File: config.mk
export PLATFORM = sky130hd
export DESIGN_NAME = iir_biquad_mc
export DESIGN_NICKNAME = d
export VERILOG_FILES = /design/src/rtl/iir_pkg.sv /design/src/rtl/iir_hist_mem.sv /design/src/rtl/iir_biquad_mc.sv
export SDC_FILE = /design/constraint.sdc
export NUM_CORES = 1
export LEC_CHECK = 0
export CORE_ASPECT_RATIO = 1.25
export CORE_UTILIZATION = 58
export DETAILED_ROUTE_END_ITERATION = 10
export PLACE_DENSITY_LB_ADDON = 0.05
export SETUP_SLACK_MARGIN = 0.5
export SLEW_MARGIN = 40
export SYNTH_ARGS = -nofsm -noshare
export SYNTH_HDL_FRONTEND = slang
export SYNTH_SLANG_ARGS = --single-unit
export TNS_END_PERCENT = 1
File: constraint.sdc
create_clock -name clk -period 10.9 [get_ports clk]
set_input_delay 1.09 -clock clk [delete_from_list [all_inputs] [get_ports clk]]
set_output_delay 1.09 -clock clk [all_outputs]
set_load 0.05 [all_outputs]
File: src/rtl/iir_pkg.sv
// Shared types, coefficient indices and the round/saturate helper for iir_biquad_mc.
package iir_pkg;

    typedef enum logic [1:0] {
        IDLE = 2'd0,
        MAC  = 2'd1,
        SAT  = 2'd2,
        OUT  = 2'd3
    } state_t;

    localparam logic [2:0] COEF_B0 = 3'd0;
    localparam logic [2:0] COEF_B1 = 3'd1;
    localparam logic [2:0] COEF_B2 = 3'd2;
    localparam logic [2:0] COEF_A1 = 3'd3;
    localparam logic [2:0] COEF_A2 = 3'd4;

    // Fields are held sign-extended so any coefficient width up to this fits.
    localparam int COEF_MAXW = 32;

    typedef struct packed {
        logic signed [COEF_MAXW-1:0] b0;
        logic signed [COEF_MAXW-1:0] b1;
        logic signed [COEF_MAXW-1:0] b2;
        logic signed [COEF_MAXW-1:0] a1;
        logic signed [COEF_MAXW-1:0] a2;
    } coef_set_t;

    function automatic logic signed [63:0] shift_sat(
        input logic signed [63:0] acc,
        input int                 frac,
        input int                 dw,
        input bit                 sat_en
    );
        logic signed [63:0] shifted;
        logic signed [63:0] hi;
        logic signed [63:0] lo;
        shifted = acc >>> frac;
        hi      = (64'sd1 <<< (dw - 1)) - 64'sd1;
        lo      = -(64'sd1 <<< (dw - 1));
        if (sat_en && (shifted > hi)) begin
            shifted = hi;
        end else if (sat_en && (shifted < lo)) begin
            shifted = lo;
        end
        return shifted;
    endfunction

endpackage

File: src/rtl/iir_hist_mem.sv
// Per-channel biquad history {x1, x2, y1, y2}: one combinational read port,
// one write port, cleared by the asynchronous reset.
module iir_hist_mem #(
    parameter int DW  = 16,
    parameter int NCH = 2,
    parameter int CHW = 1
) (
    input  logic            clk,
    input  logic            rst_n,
    input  logic [CHW-1:0]  rd_ch,
    output logic [4*DW-1:0] rd_data,
    input  logic            we,
    input  logic [CHW-1:0]  wr_ch,
    input  logic [4*DW-1:0] wr_data
);

    logic [4*DW-1:0] mem [NCH];

    // Channel codes beyond NCH read as empty history.
    always_comb begin
        rd_data = '0;
        if (int'(rd_ch) < NCH) begin
            rd_data = mem[rd_ch];
        end
    end

    always_ff @(posedge clk or negedge rst_n) begin
        if (!rst_n) begin
            for (int i = 0; i < NCH; i++) begin
                mem[i] <= '0;
            end
        end else if (we && (int'(wr_ch) < NCH)) begin
            mem[wr_ch] <= wr_data;
        end
    end

endmodule

File: src/rtl/iir_biquad_mc.sv
// Multi-channel Direct Form I biquad with one time-shared multiplier.
// Define IIR_SAT_EN to clamp results to the sample range; otherwise they wrap.
module iir_biquad_mc
    import iir_pkg::*;
#(
    parameter int DW   = 16,
    parameter int CW   = 16,
    parameter int FRAC = 14,
    parameter int NCH  = 2,
    parameter int CHW  = (NCH > 1) ? $clog2(NCH) : 1
) (
    input  logic                 clk,
    input  logic                 rst_n,
    input  logic                 coef_we,
    input  logic [2:0]           coef_sel,
    input  logic [CW-1:0]        coef_data,
    input  logic                 in_valid,
    output logic                 in_ready,
    input  logic [CHW-1:0]       in_ch,
    input  logic [DW-1:0]        in_data,
    output logic                 out_valid,
    input  logic                 out_ready,
    output logic [CHW-1:0]       out_ch,
    output logic [DW-1:0]        out_data
);

    localparam int PW   = DW + CW;
    localparam int ACCW = DW + CW + 3;

`ifdef IIR_SAT_EN
    localparam bit SAT_EN = 1'b1;
`else
    localparam bit SAT_EN = 1'b0;
`endif

    localparam logic signed [ACCW-1:0] ROUND   = ACCW'(1) << (FRAC - 1);
    localparam logic signed [CW-1:0]   UNITY   = CW'(1) << FRAC;
    localparam coef_set_t COEF_RESET = '{
        b0: COEF_MAXW'(UNITY),
        b1: '0,
        b2: '0,
        a1: '0,
        a2: '0
    };

    state_t                 state;
    state_t                 next_state;
    logic                   accept;
    logic                   mac_step;
    logic                   sat_step;

    coef_set_t              coef;
    coef_set_t              shadow;
    logic signed [DW-1:0]   x_cur;
    logic [CHW-1:0]         ch_cur;
    logic [2:0]             tap;
    logic signed [ACCW-1:0] acc;

    logic [4*DW-1:0]        hist_rd;
    logic [4*DW-1:0]        hist_wr;
    logic signed [DW-1:0]   h_x1;
    logic signed [DW-1:0]   h_x2;
    logic signed [DW-1:0]   h_y1;
    logic signed [DW-1:0]   h_y2;
    logic                   ch_ok;

    logic signed [DW-1:0]        op_data;
    logic signed [COEF_MAXW-1:0] op_coef;
    logic                        op_sub;
    logic signed [PW-1:0]        product;
    logic signed [DW-1:0]        y_res;

    always_ff @(posedge clk or negedge rst_n) begin
        if (!rst_n) begin
            state <= IDLE;
        end else begin
            state <= next_state;
        end
    end

    always_comb begin
        next_state = state;
        in_ready   = 1'b0;
        out_valid  = 1'b0;
        accept     = 1'b0;
        mac_step   = 1'b0;
        sat_step   = 1'b0;
        case (state)
            IDLE: begin
                in_ready = 1'b1;
                if (in_valid) begin
                    accept     = 1'b1;
                    next_state = MAC;
                end
            end
            MAC: begin
                mac_step = 1'b1;
                if (tap == 3'd4) begin
                    next_state = SAT;
                end
            end
            SAT: begin
                sat_step   = 1'b1;
                next_state = OUT;
            end
            OUT: begin
                out_valid = 1'b1;
                if (out_ready) begin
                    next_state = IDLE;
                end
            end
            default: next_state = IDLE;
        endcase
    end

    always_ff @(posedge clk or negedge rst_n) begin
        if (!rst_n) begin
            coef <= COEF_RESET;
        end else if (coef_we) begin
            case (coef_sel)
                COEF_B0: coef.b0 <= COEF_MAXW'(signed'(coef_data));
                COEF_B1: coef.b1 <= COEF_MAXW'(signed'(coef_data));
                COEF_B2: coef.b2 <= COEF_MAXW'(signed'(coef_data));
                COEF_A1: coef.a1 <= COEF_MAXW'(signed'(coef_data));
                COEF_A2: coef.a2 <= COEF_MAXW'(signed'(coef_data));
                default: ;
            endcase
        end
    end

    iir_hist_mem #(
        .DW  (DW),
        .NCH (NCH),
        .CHW (CHW)
    ) u_hist (
        .clk     (clk),
        .rst_n   (rst_n),
        .rd_ch   (ch_cur),
        .rd_data (hist_rd),
        .we      (sat_step && ch_ok),
        .wr_ch   (ch_cur),
        .wr_data (hist_wr)
    );

    assign {h_x1, h_x2, h_y1, h_y2} = hist_rd;
    assign ch_ok = (int'(ch_cur) < NCH);

    always_comb begin
        op_data = '0;
        op_coef = '0;
        op_sub  = 1'b0;
        case (tap)
            3'd0: begin op_data = x_cur; op_coef = shadow.b0; end
            3'd1: begin op_data = h_x1;  op_coef = shadow.b1; end
            3'd2: begin op_data = h_x2;  op_coef = shadow.b2; end
            3'd3: begin op_data = h_y1;  op_coef = shadow.a1; op_sub = 1'b1; end
            3'd4: begin op_data = h_y2;  op_coef = shadow.a2; op_sub = 1'b1; end
            default: ;
        endcase
    end

    // Coefficients fit in CW bits, so truncating the sign-extended field is exact.
    assign product = PW'(op_data) * PW'(op_coef);

    assign y_res   = DW'(shift_sat(64'(acc), FRAC, DW, SAT_EN));
    assign hist_wr = {x_cur, h_x1, y_res, h_y1};

    always_ff @(posedge clk or negedge rst_n) begin
        if (!rst_n) begin
            x_cur    <= '0;
            ch_cur   <= '0;
            tap      <= '0;
            acc      <= '0;
            shadow   <= COEF_RESET;
            out_data <= '0;
            out_ch   <= '0;
        end else begin
            if (accept) begin
                x_cur  <= signed'(in_data);
                ch_cur <= in_ch;
                shadow <= coef;
                acc    <= ROUND;
                tap    <= '0;
            end
            if (mac_step) begin
                acc <= op_sub ? (acc - ACCW'(product)) : (acc + ACCW'(product));
                tap <= tap + 3'd1;
            end
            if (sat_step) begin
                out_data <= ch_ok ? y_res : '0;
                out_ch   <= ch_cur;
            end
        end
    end

endmodule

==> reports/metrics.cfg, run 1 <==
[run_status]
status=finished with violations
violations=DRC

[global_route]
grt_pass1_wl_um=107200
grt_antenna_before_repair=1
grt.total_usage_pct=29.82
grt_pass1_vias=19570
grt_max_degree=109
grt-ovfl-total=0

[timing]
tns_ps=0
slew_viol_final=0
period_minus_slack_ps=9897
finClkSkew_ps=14.06
report.final.setup_viol=0
finalHoldViolations=0
fin_crit_sh_pct=90.80
grt_setup_unrepaired=false
worst_pin_slew_ps=789.9
max_slew_margin_pct=47.34
clock.fmax_mhz=101.0

[final_layout]
syn_to_final_growth_pct=11.14
layout-drive-gt1-share_pct=19.67
layout_common_cells=dfrtp_1 (353), inv_1 (330), mux2_2 (322), fa_1 (249), nand2_1 (226)
num-fill-cells=3657
nets=2962
design_area_mm2=0.02951
final_common_cell=dfrtp_1
insertedDiodeCount=0
finalNonFillerCells=3160
fin_util_pct=65.33

[clock_tree]
cts-root-buf=clkbuf_16
cts_tree=done
ctsHoldBuffers=0
clk_latency_ps=550
path_clk_slew_ps=60
cts.htree.levels=2
clock_sinks=357
cts_inserted_buffers=37
ctsLongestPathBuffers=3

[job]
drv_cap=0

[yosys]
async_flop_share_pct=100.0
synth_edf_count=0
netlist.area_leader.share_pct=33.45
yosys.area_share.simple_pct=9.348
synth_top_area_cell=dfrtp_1
synth_compound_area_share_pct=8.806
synthAdderAreaFrac_pct=24.33
synth-seq-cells=357
synth_top_family_by_area=adder cells
synthFlopType=dfrtp_1
synth_xor_area_share_pct=2.639
yosysWarningCount=0
synth_area_leaders=dfrtp_1 (33%), fa_1 (19%), mux2_2 (14%)
netlist_instances=2489
synthesis.nets=2897
muxShareOfSynthArea_pct=14.94
synth_area_mm2=0.02656
synth_cell_type_count=83
avgSynthCellArea_um2=10.67
synth-seq-area-share_pct=33.65

[die]
dieArea_mm2=0.04665
core_area_mm2=0.04517
die_x_um=193.4
ios=60
initial_utilization_pct=58.78
rows=87
die_h_um=241.2

[setup_path]
cp-start-kind=register
path_class=reg2reg
critPathArrivalTime_ps=10370
crit_fanout=19
rr_startpoint=tap[0]
r2r_cells=39
required_ps=11370
r2r_slack_ps=1000
slowest_stage=a211oi_4
endpoint_kind=register
path_common_cell=fa_1
rr_endpoint=acc[29]
max_stage_delay_ps=590

[routing]
wl_per_cell_um=21.30
drc=1
dr.pass1.iters=9
drt-initial-drc-count=954
vias=18670
ant_nets=0
wirelength_um=67300
viasPerCell=5.909

[placement]
gp_congestion=0.9436
port_buffers=59
place_area_mm2=0.02807
place_inst=3084
place_hpwl_um=50320

[min_path]
hold_path_class=in2async

==> synth_stat cells, drive strengths merged (22+ instances only) <==
master,number
nor2,196
mux2,322
nand2,229
xor2,33
dfrtp,355
inv,330
xnor2,47
clkbuf,87
a221oi,23
mux2i,34
o21a,22
fa,249
a22oi,22
o21ai,81
a21oi,68
ha,118
==> sequential cells by signal (all words and copies together) (netlist names) <==
name,count
acc,30
ch_cur,1
coef,80
out_ch,1
out_data,16
shadow,80
state,2
tap,3
u_hist.mem,128
x_cur,16
==> worst max-delay path, delay by kind of cell, from the launching register on <==
family | cells | cell delay, ps
AO/OA/AOI/OAI | 13 | 2980
buffers and inverters | 4 | 480
flip-flops | 1 | 410
adder cells (fa/ha/maj) | 10 | 4220
AND/OR/NAND/NOR | 10 | 1380
XOR/XNOR | 2 | 310
==> cell type report <==
class                   count  area (um2)  area share, %
clock buffers              54        1050          3.557
clock inverters            13       219.0         0.7419
inverters                 332        1246          4.222
multi-input cells        1693       16040          54.35
flip-flops and latches    357        8941          30.29
well taps                 578       723.2          2.450
repair buffers            133        1294          4.383
==> timing repair <==
action / in CTS / in global routing
gates resized for setup: 0 / 23
setup endpoints to repair: 0 / 8
buffers inserted: 0 / 6
==> cells by family (layout without fill, tap and decap cells) <==
logic type,count (synthesis),after routing
compound gates,331,331
buf+inv,439,532
fa+ha+maj,367,367
simple gates,559,559
xor+xnor,80,80
flops,357,357
mux,356,356
==> how the worst max path moves through the flow <==
stage / from / to / slack, ps / cells past startpoint
after floorplan: tap[1] / acc[29] / 1340 / 46
after global placement: tap[0] / acc[29] / 910 / 41
after detailed placement: tap[0] / acc[29] / 650 / 41
after CTS: tap[0] / acc[29] / 610 / 41
after global routing: tap[0] / acc[29] / 470 / 39
final: tap[0] / acc[29] / 1000 / 39
==> stage by stage <==
step / hold WS [ps] / setup slack [ps]
after floorplan: 473.7 / 1343
after global placement: 481.8 / 912.0
after detailed placement: 487.9 / 647.3
after CTS: 497.9 / 606.0
after global routing: 398.9 / 472.9
final: 396.1 / 1003
==> per-layer routing <==
layer  vias up  track usage, %  share of wire, %
met5         -               0                 0
met3       141           3.411               4.2
met1      9649           38.20                41
li1       8414               -                 -
met2       468           52.79                51
met4         0           10.57               3.5
Power of run 1 is not shown: default switching activity piles up to over one toggle a cycle in this logic, so the estimate is an artifact.
==> run 2: changes to the inputs <==
- REMOVE_ABC_BUFFERS: unset -> 1
==> run 2 against run 1 <==
  * Cell count is essentially flat
  * Cell area barely moved
  * Sequential cell count unchanged
  * Clock skew is 24 ps higher
  * Utilization hardly changed
  * Sequential share of layout area hardly changed
  * Via count shrank 0.49%
  * Wire length about the same
  * Non-clock buffer count fell by 4
  * Die area did not move
  * Largest cell class unchanged
  * Global-route usage about the same
  * The flow now finishes without violations
  * First-iteration DRC count up 3.5%
==> reports/metrics.cfg, run 2 (synthesis gave the netlist of run 1 again) <==
[timing]
worst_pin_slew_ps=803.8  ; +13.90 ps
report.final.setup_viol=0  ; unchanged
slew_viol_final=0  ; unchanged
grt_setup_unrepaired=false
finalHoldViolations=0  ; unchanged
clock.fmax_mhz=100.8  ; -0.21%
period_minus_slack_ps=9918  ; +21.05 ps
max_slew_margin_pct=46.05  ; -1.3 points
tns_ps=0  ; unchanged
fin_crit_sh_pct=90.99  ; +0.19 points
finClkSkew_ps=37.81  ; +23.75 ps
whs_ps=501.0  ; +104.9 ps

[setup_path]
path_common_cell=fa_1
max_stage_delay_ps=540  ; -50 ps
crit_fanout=23  ; +4
cp-start-kind=register
slowest_stage=fa_1
endpoint_kind=register
path_class=reg2reg
critPathArrivalTime_ps=10410  ; +40 ps
required_ps=11390  ; +20 ps

[global_route]
grt_antenna_before_repair=0  ; -1
grt-ovfl-total=0  ; unchanged
grt_max_degree=105  ; -3.7%
grt_pass1_wl_um=107600  ; +0.37%
grt_pass1_vias=19580  ; +0.066%
grt.total_usage_pct=29.85  ; about the same

[final_layout]
syn_to_final_growth_pct=11.10  ; about the same
final_common_cell=dfrtp_1
largest_reg_flops=128  ; unchanged
layout_common_cells=dfrtp_1 (353), inv_1 (329), mux2_2 (322), fa_1 (249), nand2_1 (227)
layout-drive-gt1-share_pct=19.67  ; about the same
reg_top3=u_hist.mem x128, coef x80, shadow x80
nets=2958  ; -0.14%
regMostFlops=u_hist.mem

[clock_tree]
cts_tree=done
cts_inserted_buffers=37  ; unchanged
clock_sinks=357  ; unchanged
ctsLongestPathBuffers=3  ; unchanged
path_clk_slew_ps=60  ; about the same
cts.htree.levels=2  ; unchanged
clk_latency_ps=570  ; +20 ps
cts-root-buf=clkbuf_16
ctsHoldBuffers=0  ; unchanged

[min_path]
hold_path_class=reg2reg

[placement]
gp_congestion=0.9532  ; +1.0%
port_buffers=59  ; unchanged
place_hpwl_um=50470  ; +0.30%

[die]
die_x_um=193.4  ; unchanged
rows=87  ; unchanged
core_area_mm2=0.04517  ; unchanged
die_h_um=241.2  ; unchanged
ios=60  ; unchanged
dieArea_mm2=0.04665  ; unchanged
initial_utilization_pct=58.78  ; unchanged

[routing]
viasPerCell=5.885  ; -0.40%
wl_per_cell_um=21.31  ; about the same
dr.pass1.iters=5  ; -4
ant_nets=0  ; unchanged
vias=18580  ; -0.49%
drt-initial-drc-count=987  ; +3.5%
wirelength_um=67280  ; about the same
drc=0  ; -1

[job]
drv_cap=0  ; unchanged

[run_status]
status=complete, no violations

## run 2: changes by cell type in the layout (fill, tap and decap cells not counted), moves of 3 or more
cell and delta:
clkbuf_1 -7, clkbuf_8 +6, buf_4 -3, clkinv_2 +3
o21ai_0 +3, o21ai_1 -3
## run 2: layer usage
| layer | vias to the layer above | track usage, % | part of all wire (%) |
|---|---|---|---|
| met5 | - | 0 | 0 |
| met4 | 0 | 11.49 | 3.5 |
| met3 | 138 | 3.815 | 4.6 |
| met2 | 452 | 51.83 | 51 |
| met1 | 9588 | 38.45 | 41 |
| li1 | 8402 | - | - |
## run 2: layout make-up
class / instances / area (um2)
multi-input cells: 1693 / 16040
fillers: 3614 / 15670
flip-flops and latches: 357 / 8939
repair buffers: 129 / 1251
inverters: 332 / 1250
clock buffers: 52 / 1092
well taps: 578 / 723.2
clock inverters: 15 / 207.7
diodes: 1 / 2.502
## run 2: worst paths after layout
kind / startpoint / to / slack, ps / depth (start not counted)
max in group asynchronous: rst_n / coef[142] / 8850 / 4
hold / removal: coef[44] / shadow[44] / 500 / 1
setup / recovery: tap[0] / acc[29] / 980 / 41
hold reg to reg: coef[44] / shadow[44] / 500 / 1
min in group asynchronous: rst_n / acc[11] / 530 / 1
setup reg to reg: tap[0] / acc[29] / 980 / 41
## run 2: what timing repair did
action,4_1_cts,5_1_grt
setup endpoints to repair,0,6
setup buffers,0,1
resized for setup,0,18
endpoints found under the hold margin,0,0
## run 2: stage by stage
stage                     util [%]  cells  area [um2]  setup WS [ps]
after floorplan                  -   2382       26130          236.5
after global placement       62.01   3085       28010          655.0
after detailed placement     62.23   3088       28110          773.8
after CTS                    65.11   3155       29410          739.6
after global routing         65.30   3156       29500          497.6
final                        65.31   3157       29500          982.0
## run 2: critical path, delay by kind of cell, from the launching register on
kind,cells,cell delay (ps)
adders and majority gates,10,4190
AOI/OAI and AO/OA,14,2790
and+or+nand+nor,8,1070
buffers and inverters,7,990
DFF,1,420
xor gates and xnor gates,2,340
Power of run 2 is left out for the same reason.
==> run 3: changes to the inputs <==
- CORE_UTILIZATION: 58 -> 50
==> run 3 against run 2 <==
  * Critical path depth decreased by 3
  * Via count decreased by 1.1%
  * Global-route usage decreased by 4.1 points
  * Cell area increased by 0.19%
  * Cell count increased by 2.8%
  * Sequential cell count unchanged
  * Sequential share of layout area decreased by 0.058 points
  * Register-to-register slack improved by 130 ps
  * Maximum frequency increased by 1.4%
  * Setup slack improved by 130 ps
  * Clock skew decreased by 11 ps
  * Die area increased by 16%
  * Critical endpoint is now acc[28]
  * Largest cell class unchanged
==> reports/metrics.cfg, run 3 (synthesis gave the netlist of run 1 again) <==
[routing]
viasPerCell=5.665  ; -3.7%
drt-initial-drc-count=1102  ; +12%
vias=18380  ; -1.1%
wirelength_um=67540  ; +0.38%
ant_nets=0  ; unchanged
drc=0  ; unchanged
dr.pass1.iters=5  ; unchanged
wl_per_cell_um=20.81  ; -2.3%

[min_path]
hold_path_class=in2async

[timing]
worst_pin_slew_ps=759.5  ; -44.24 ps
period_minus_slack_ps=9784  ; -134.2 ps
slew_viol_final=0  ; unchanged
tns_ps=0  ; unchanged
finalHoldViolations=0  ; unchanged
fin_crit_sh_pct=89.76  ; -1.2 points
max_slew_margin_pct=49.36  ; +3.3 points
report.final.setup_viol=0  ; unchanged
whs_ps=471.7  ; -29.23 ps
clock.fmax_mhz=102.2  ; +1.4%
grt_setup_unrepaired=true
finClkSkew_ps=26.91  ; -10.90 ps

[final_layout]
multi_input_area_mm2=0.01608  ; +0.26%
ff_latch_area_mm2=0.008939  ; unchanged
layout_common_cells=dfrtp_1 (353), inv_1 (329), mux2_2 (322), fa_1 (249), nand2_1 (226)
num-fill-cells=4478  ; +24%
layout-drive-gt1-share_pct=19.44  ; -0.23 points
final_common_cell=dfrtp_1
design_area_mm2=0.02956  ; +0.19%
reg_top3=u_hist.mem x128, coef x80, shadow x80
largest_reg_flops=128  ; unchanged
nets=2954  ; -0.14%
regMostFlops=u_hist.mem
syn_to_final_growth_pct=11.31
finalNonFillerCells=3245  ; +2.8%

[clock_tree]
cts_tree=done
cts.htree.levels=2  ; unchanged
cts_inserted_buffers=39  ; +5.4%
ctsLongestPathBuffers=3  ; unchanged
path_clk_slew_ps=60  ; about the same
cts-root-buf=clkbuf_16
clk_latency_ps=570  ; about the same
clock_sinks=357  ; unchanged
ctsHoldBuffers=0  ; unchanged

[global_route]
grt-ovfl-total=0  ; unchanged
grt.total_usage_pct=25.77  ; -4.1 points
grt_antenna_before_repair=1  ; +1
grt_pass1_vias=19480  ; -0.55%
grt_pass1_wl_um=108200  ; +0.47%
grt_max_degree=96  ; -8.6%

[setup_path]
slowest_stage=fa_1
max_stage_delay_ps=550  ; about the same
path_common_cell=fa_1
endpoint_kind=register
cp-start-kind=register
critPathArrivalTime_ps=10230  ; -180 ps
crit_fanout=12  ; -48%
required_ps=11340  ; -50 ps
path_class=reg2reg

[placement]
gp_congestion=0.9202  ; -3.5%
place_hpwl_um=51090  ; +1.2%
port_buffers=59  ; unchanged
place_inst=3173  ; +2.8%
place_area_mm2=0.02817  ; +0.21%

[die]
ios=60  ; unchanged
rows=94  ; +8.0%
dieArea_mm2=0.05404  ; +16%
core_area_mm2=0.05257  ; +16%
die_x_um=208.1  ; +7.6%
initial_utilization_pct=50.51  ; -8.3 points
die_h_um=259.7  ; +7.6%

[run_status]
status=complete, no violations

[job]
drv_cap=0  ; unchanged

## run 3: area by class of cell
class                      instances  area share [%]
antenna                            1        0.008466
clock buffer                      59           3.759
clock inverter                     8          0.5503
inverter                         332           4.229
multi-input combinational       1694           54.40
sequential                       357           30.24
tap                              672           2.844
timing repair buffer             122           3.970
## run 3: worst max-delay path, delay by kind of cell, from the launching register on
family	cells	cell delay, ps
fa+ha+maj	9	3880
compound gates	10	2310
simple gates	11	2060
buf+inv	6	520
xor+xnor	2	430
flops	1	410
## run 3: layer usage
layer | track usage (%) | vias to the layer above | share of wire, %
li1 | - | 8373 | -
met2 | 44.43 | 409 | 50
met1 | 34.05 | 9496 | 43
met3 | 3.357 | 105 | 4.3
met4 | 7.469 | 0 | 2.4
met5 | 0 | - | 0
## run 3: through the flow
| stage | setup slack (ps) | utilization [%] |
|---|---|---|
| floorplan | 236.5 | - |
| global placement | 881.8 | 53.42 |
| detailed placement | 693.1 | 53.59 |
| CTS | 643.5 | 56.01 |
| global route | 491.5 | 56.22 |
| finish | 1116 | 56.23 |
## run 3: what timing repair did
item | CTS | global route
setup endpoints to repair | 0 | 7
gates resized for setup | 0 | 22
buffers inserted | 0 | 3
## run 3: path summary, 6_finish.rpt
| check | slack, ps | depth (start not counted) | to | start |
|---|---|---|---|---|
| setup / recovery | 1120 | 38 | acc[28] | tap[0] |
| hold / removal | 470 | 1 | acc[9] | rst_n |
| setup reg to reg | 1120 | 38 | acc[28] | tap[0] |
| hold reg to reg | 490 | 1 | shadow[64] | coef[64] |
| max in group asynchronous | 8770 | 4 | shadow[102] | rst_n |
| min in group clk | 490 | 1 | shadow[64] | coef[64] |
Power of run 3 is left out for the same reason.
